$ cat src/rtl/subtr_4bit_serial.sv
// Bit-serial ripple-borrow subtractor: diff = in1 - in2 - borrow_in, one bit per clock, LSB first.
// Ports: clk, rst_n | start, in1, in2, borrow_in -> busy, done, diff, borrow_out, overflow.
module subtr_4bit_serial #(
    parameter int WIDTH = 4
) (
    input  logic             clk,
    input  logic             rst_n,
    input  logic             start,
    input  logic [WIDTH-1:0] in1,
    input  logic [WIDTH-1:0] in2,
    input  logic             borrow_in,
    output logic             busy,
    output logic             done,
    output logic [WIDTH-1:0] diff,
    output logic             borrow_out,
    output logic             overflow
);

    localparam int CW = (WIDTH > 1) ? $clog2(WIDTH) : 1;

    typedef enum logic [1:0] {
        IDLE,
        SUB,
        DONE
    } state_t;

    state_t           state_q;
    logic [WIDTH-1:0] a_q;
    logic [WIDTH-1:0] b_q;
    logic [WIDTH-1:0] res_q;
    logic [CW-1:0]    cnt_q;
    logic             br_q;
    logic             a_msb_q;
    logic             b_msb_q;
    logic             busy_q;
    logic             done_q;
    logic [WIDTH-1:0] diff_q;
    logic             bout_q;
    logic             ovf_q;

    logic             bit_d;
    logic             br_d;

    // One full-subtractor cell on the current LSBs of the operand shifters.
    always_comb begin
        bit_d = a_q[0] ^ b_q[0] ^ br_q;
        br_d  = (~a_q[0] & b_q[0]) | (~(a_q[0] ^ b_q[0]) & br_q);
    end

    always_ff @(posedge clk or negedge rst_n) begin
        if (!rst_n) begin
            state_q <= IDLE;
            a_q     <= '0;
            b_q     <= '0;
            res_q   <= '0;
            cnt_q   <= '0;
            br_q    <= 1'b0;
            a_msb_q <= 1'b0;
            b_msb_q <= 1'b0;
            busy_q  <= 1'b0;
            done_q  <= 1'b0;
            diff_q  <= '0;
            bout_q  <= 1'b0;
            ovf_q   <= 1'b0;
        end else begin
            unique case (state_q)
                IDLE: begin
                    done_q <= 1'b0;
                    if (start) begin
                        a_q     <= in1;
                        b_q     <= in2;
                        br_q    <= borrow_in;
                        a_msb_q <= in1[WIDTH-1];
                        b_msb_q <= in2[WIDTH-1];
                        cnt_q   <= '0;
                        busy_q  <= 1'b1;
                        state_q <= SUB;
                    end
                end
                SUB: begin
                    // Result fills from the top so bit 0 ends up at the LSB.
                    res_q <= {bit_d, res_q[WIDTH-1:1]};
                    a_q   <= {1'b0, a_q[WIDTH-1:1]};
                    b_q   <= {1'b0, b_q[WIDTH-1:1]};
                    br_q  <= br_d;
                    cnt_q <= cnt_q + CW'(1);
                    if (cnt_q == CW'(WIDTH - 1)) begin
                        // bit_d is the result MSB on the final cycle.
                        diff_q  <= {bit_d, res_q[WIDTH-1:1]};
                        bout_q  <= br_d;
                        ovf_q   <= (a_msb_q != b_msb_q) &&
                                   (bit_d != a_msb_q);
                        done_q  <= 1'b1;
                        state_q <= DONE;
                    end
                end
                DONE: begin
                    done_q  <= 1'b0;
                    busy_q  <= 1'b0;
                    state_q <= IDLE;
                end
                default: begin
                    done_q  <= 1'b0;
                    busy_q  <= 1'b0;
                    state_q <= IDLE;
                end
            endcase
        end
    end

    assign busy       = busy_q;
    assign done       = done_q;
    assign diff       = diff_q;
    assign borrow_out = bout_q;
    assign overflow   = ovf_q;

endmodule

$ cat config.mk
export PLATFORM = sky130hd
export DESIGN_NAME = subtr_4bit_serial
export DESIGN_NICKNAME = d
export VERILOG_FILES = /design/src/rtl/subtr_4bit_serial.sv
export SDC_FILE = /design/constraint.sdc
export NUM_CORES = 1
export LEC_CHECK = 0
export ABC_AREA = 1
export CORE_MARGIN = 5
export CORE_UTILIZATION = 55
export DETAILED_ROUTE_END_ITERATION = 8
export PLACE_DENSITY = 0.91
export REMOVE_ABC_BUFFERS = 1
export SETUP_SLACK_MARGIN = 0.1
export SLEW_MARGIN = 20
export SYNTH_ARGS = -nofsm -noshare
export SYNTH_HDL_FRONTEND = slang
export SYNTH_SLANG_ARGS = --single-unit
$ cat constraint.sdc
create_clock -name clk -period 4 [get_ports clk]
set_input_delay 0.6 -clock clk [delete_from_list [all_inputs] [get_ports clk]]
set_output_delay 0.6 -clock clk [all_outputs]
set_load 0.005 [all_outputs]
== Word level (Yosys, flattened, before mapping) ==
Index checks and enable logic that the tools add are counted.

* Input bits: 12
* Logic and storage cells: 51
* Flip-flop bits (word level): 27
* Output and inout port bits: 8

* Eq/ne operators: 6
* Multiplexer cells: 15
* Bitwise operators: 8
* $add $sub $neg: 1
* Reduce and logical (&&, ||, !) cells: 8

{| class="wikitable"
|+ Operators with widths
! cell !! count
|-
| one-hot mux 4 bit (2 select lines) || 2
|-
| AND reduction 2 bit || 5
|-
| 2-to-1 mux 4 bit || 2
|-
| one-hot mux 2 bit (2 select lines) || 2
|-
| 2-to-1 mux 2 bit || 3
|-
| 2-to-1 mux 1 bit || 4
|-
| != test 2 bit (second input constant) || 2
|-
| one-hot mux 1 bit (2 select lines) || 2
|-
| inverter 1 bit || 3
|-
| adder 2 x 1 -> 2 bit (second input constant) || 1
|-
| AND 1 bit || 2
|-
| equality test 2 x 1 -> 1 bit (second input constant) || 1
|-
| equality test 2 bit (second input constant) || 1
|-
| zero test 2 bit || 1
|-
| != test 1 bit || 2
|-
| nonzero test 2 bit || 1
|-
| XOR 1 bit || 2
|-
| logical AND 1 bit || 1
|-
| OR 1 bit || 1
|}

== Depth between registers and ports, before layout ==
* Depth in word-level cells: 5
* Mapped depth: 7
* Mapped depth without buffers: 7

== Worst setup path after synthesis ==
No wires, ideal clock.

* Kind: reg2reg
* Start point: reg a_q[0]
* End point: reg ovf_q, in the netlist overflow
* Clock period less this slack: 1286 ps
* Cell stages (with the launch flop): 7
* Setup time: 116 ps
* Path buffers: 0
* Setup slack: 2714 ps
* Data required time: 3884 ps
* Arrival time: 1169 ps
* Path through: dfrtp_1 -> fa_1 -> inv_1 -> nand3_1 -> nand2_1 -> nand2_1 -> nand2_1

* Cells in the longest elaborated chain, start to end: 4

{| class="wikitable"
|+ RTL lines
! item !! line !! RTL
|-
| start: declaration || 28 || <nowiki>logic [WIDTH-1:0] a_q;</nowiki>
|-
| start signal: assignment || 70 || <nowiki>a_q <= in1;</nowiki>
|-
| start signal: assignment || 83 || <nowiki>a_q <= {1'b0, a_q[WIDTH-1:1]};</nowiki>
|-
| XOR 1 bit (2 in series) || 46 || <nowiki>bit_d = a_q[0] ^ b_q[0] ^ br_q;</nowiki>
|-
| named net bit_d || 41 || <nowiki>logic bit_d;</nowiki>
|-
| != test 1 bit || 92 || <nowiki>(bit_d != a_msb_q);</nowiki>
|-
| logical AND 1 bit || 91 || <nowiki>ovf_q <= (a_msb_q != b_msb_q) &&</nowiki>
|-
| end signal: assignment || 91 ||
|-
| end: declaration || 39 || <nowiki>logic ovf_q;</nowiki>
|}

The timed path passes the listed nets, and every way through them passes these cells.
A chain may end at the register's enable or synchronous reset.

== Final worst setup path ==
* Start point: reg busy_q, in the netlist busy
* End point: out busy

{| class="wikitable"
|+ RTL lines
! item !! line !! RTL
|-
| start: declaration || 35 || <nowiki>logic busy_q;</nowiki>
|-
| start signal: assignment || 60 || <nowiki>busy_q <= 1'b0;</nowiki>
|-
| start signal: assignment || 76 || <nowiki>busy_q <= 1'b1;</nowiki>
|-
| start signal: assignment || 99 || <nowiki>busy_q <= 1'b0;</nowiki>
|-
| end: declaration || 12 || <nowiki>output logic busy,</nowiki>
|}

No word-level cell between the ends.

==> impl_metrics.csv <==
group,metric,value,unit
status,status,"completed",
critical_path,cp_top_family,"buffers and inverters",
detailed_routing,ant_nets,0,
global_route,grt_use_total,0.161,
floorplanning,placementRows,16,
cts,numCtsBuffers,3,
critical_path,reg2reg_slack,2.52,ns
hold_path,hp-class,"input port to asynchronous set/reset pin",
global_route,antenna_found_initial,0,
final_layout,syn2layout_area_growth,18.5,%
sta,tns,0,ns
critical_path,critPathMaxFanout,2,
logic_synthesis,synthMuxAreaShare,0,
logic_synthesis,synth_fa_ha_area_frac,0.0280,
final_layout,antenna_cells,0,
power,power_per_cell_area,737,nW/um^2
detailed_routing,vias_per_cell,5.03,
sta,post-route-period-util,0.450,
cts,cts_hold_buffers,0,
global_route,gr-usage-met1,0.191,
critical_path,worstPathCellList,"clkdlybuf4s50_1",
logic_synthesis,ys_top_cells_by_area,"dfrtp_1 56%, nand2_1 17%, o21ai_0 5.6%",
logic_synthesis,synth_top_area_cell,"dfrtp_1",
placement,dp_hpwl,1660,microns
detailed_routing,wl_per_cell,12.0,microns
sta,hold-worst-slack,0.252,ns
final_layout,nets,168,
critical_path,crit_type,"flop to output port",
sta,final_hold_viol_count,0,
job,cap_violations,0,
cts,cts-resized-gates,0,
floorplanning,ios,20,
global_route,grt_use_met2,0.280,
sta,min_period,1.80,ns
logic_synthesis,syn_area,1160,sq um
floorplanning,start_util,0.586,
cts,insertion_delay,0.31,ns
logic_synthesis,synth_top_area_frac,0.560,
floorplanning,die_x,55.9,microns
critical_path,critical_path.startpoint_type,"flop",
cts,post-cts-setup-buffers,0,
logic_synthesis,yosysUniqueCellTypes,17,
logic_synthesis,synth_top_family_by_area,"simple AND/OR/NAND/NOR gates",
sta,maxSlewViolCount,0,
global_route,top_usage_layer,"met2",
global_route,grt-ovfl-total,0,
global_route,grt_max_degree,27,
placement,dp.cells,176,
critical_path,r2r_cells,4,
cts,root_buffer,"clkbuf_4",
floorplanning,fp.coreArea,1980,sq um
sta,setup_violations,0,
cts,clk_pin_slew_worst_paths,0.13,ns
sta,skew,0.00201,ns
global_route,grt_pass1_vias,947,
logic_synthesis,synth_cells,133,
logic_synthesis,yosys.area_share.simple,0.264,
critical_path,rr_startpoint,"state_q[0]$_DFFE_PN0P_",
logic_synthesis,synth-compound-area-share,0.0679,
cts,clock_sinks,26,
critical_path,cp-end-kind,"output port",
placement,gp_congestion,0.809,
power,cellLeakagePower,0.703,nW
detailed_routing,vias,905,
global_route,grt_pass1_wl,4020,microns
sta,max_freq,555,MHz
logic_synthesis,syn_area_per_cell,8.73,sq um
critical_path,critPathLaunch,"busy$_DFFE_PN0P_",
power,vdd_ir_drop_max,397,uV
critical_path,path_buf_inv,1,
critical_path,crit_arrival,1.20,ns
critical_path,crit_slowest_cell,"clkdlybuf4s50_1",
final_layout,finalNonFillerCells,180,
sta,rsz0062_at_grt,"false",
critical_path,max_stage_delay,0.50,ns
critical_path,crit_required,3.40,ns
logic_synthesis,ys_ff_latch,26,
detailed_routing,wl,2160,microns
sta,tightest_slew,0.549,ns
cts,cts_htree_levels,1,
final_layout,drive_gt1_frac,0.0719,
critical_path,r2r_end,"a_q[0]$_DFFE_PN0P_",
cts,cts_tree,"yes",
placement,io_buffers,19,
sta,maxSlewHeadroom,0.634,
cts,clk_path_buf_depth,2,
detailed_routing,first_iter_violations,15,
detailed_routing,route.detailed.drc,0,
detailed_routing,dr.pass1.iters,4,
logic_synthesis,synth_xor_area_frac,0,
final_layout,fill_cells,153,
floorplanning,die_area,3130,sq um
global_route,grtUsageMet3,0.0348,
logic_synthesis,ys_warn_count,0,
floorplanning,die_h,55.9,microns
logic_synthesis,yosysSeqAreaShare,0.560,
==> area by class of cell <==
cell class / instances / area (sq um) / share of cell area
clock buffers: 4 / 36.3 / 0.0264
inverters: 14 / 52.6 / 0.0382
multi-input cells: 90 / 418 / 0.304
flip-flops and latches: 26 / 651 / 0.473
well taps: 27 / 33.8 / 0.0245
repair buffers: 19 / 185 / 0.135
==> how the worst max path moves through the flow <==
stage	end	slack, ns	cells past startpoint
3_3_place_gp	a_q[2]$_DFFE_PN0P_	2.03	5
6_report	busy	2.20	1
2_1_floorplan	overflow$_DFFE_PN0P_	2.71	6
4_1_cts	busy	2.17	1
5_1_grt	diff[1]	2.14	1
3_5_place_dp	a_q[2]$_DFFE_PN0P_	1.99	5
==> report_power, final <==
group          total (mW)  switching (mW)  internal, mW
Combinational       0.429           0.244         0.185
Clock               0.128          0.0728        0.0556
Sequential          0.457          0.0811         0.376
Total                1.01           0.398         0.616
==> synth_stat cells <==
| master | number |
|---|---|
| dfrtp_1 | 26 |
| nand3_1 | 10 |
| nand2_4 | 1 |
| inv_1 | 13 |
| buf_6 | 1 |
| a21oi_1 | 1 |
| nand2_1 | 54 |
| clkbuf_8 | 1 |
| fa_1 | 1 |
| nor2_1 | 5 |
| o21ai_0 | 13 |
| inv_2 | 1 |
| nand2_2 | 2 |
| buf_8 | 1 |
| nor2_4 | 1 |
| o21ai_2 | 1 |
| ha_1 | 1 |
==> state kept, by name (all words and copies together), names as in the netlist <==
name / flops
a_q: 4
b_q: 4
diff: 4
res_q: 3
cnt_q: 2
state_q: 2
a_msb_q: 1
b_msb_q: 1
borrow_out: 1
br_q: 1
busy: 1
done: 1
overflow: 1
==> per-stage QoR <==
step	power (mW)	area, sq um	worst slack [ns]	util
after floorplan	0.722	1120	2.71	-
after global placement	0.864	1350	2.03	0.679
after detailed placement	0.897	1350	1.99	0.679
after CTS	1.03	1380	2.17	0.697
after global routing	1.11	1380	2.14	0.694
final	1.01	1380	2.20	0.694
==> cells in the final DEF, fill, tap and decap left out <==
cell type         n
nor2_4            1
nor2_1            5
a21oi_1           1
clkdlybuf4s50_1  18
buf_2             1
inv_1            13
clkbuf_4          3
nand2_4           1
inv_2             1
nand2_1          54
clkbuf_8          1
ha_1              1
o21ai_0          13
dfrtp_1          26
fa_1              1
nand3_1          10
o21ai_2           1
nand2_2           2
==> routing by layer <==
| layer | vias to the layer above | routed length, microns |
|---|---|---|
| met1 | 420 | 924 |
| li1 | 456 | - |
| met3 | 6 | 100 |
| met2 | 23 | 1090 |
| met4 | 0 | 41 |
| met5 | - | 0 |
==> cells by family (layout without fill, tap and decap cells) <==
kind of cell / after synthesis / count (layout)
adders and majority gates: 2 / 2
buffers and inverters: 17 / 37
DFF: 26 / 26
and+or+nand+nor: 73 / 73
AOI/OAI and AO/OA: 15 / 15
Power figures use the tool's default switching activity.
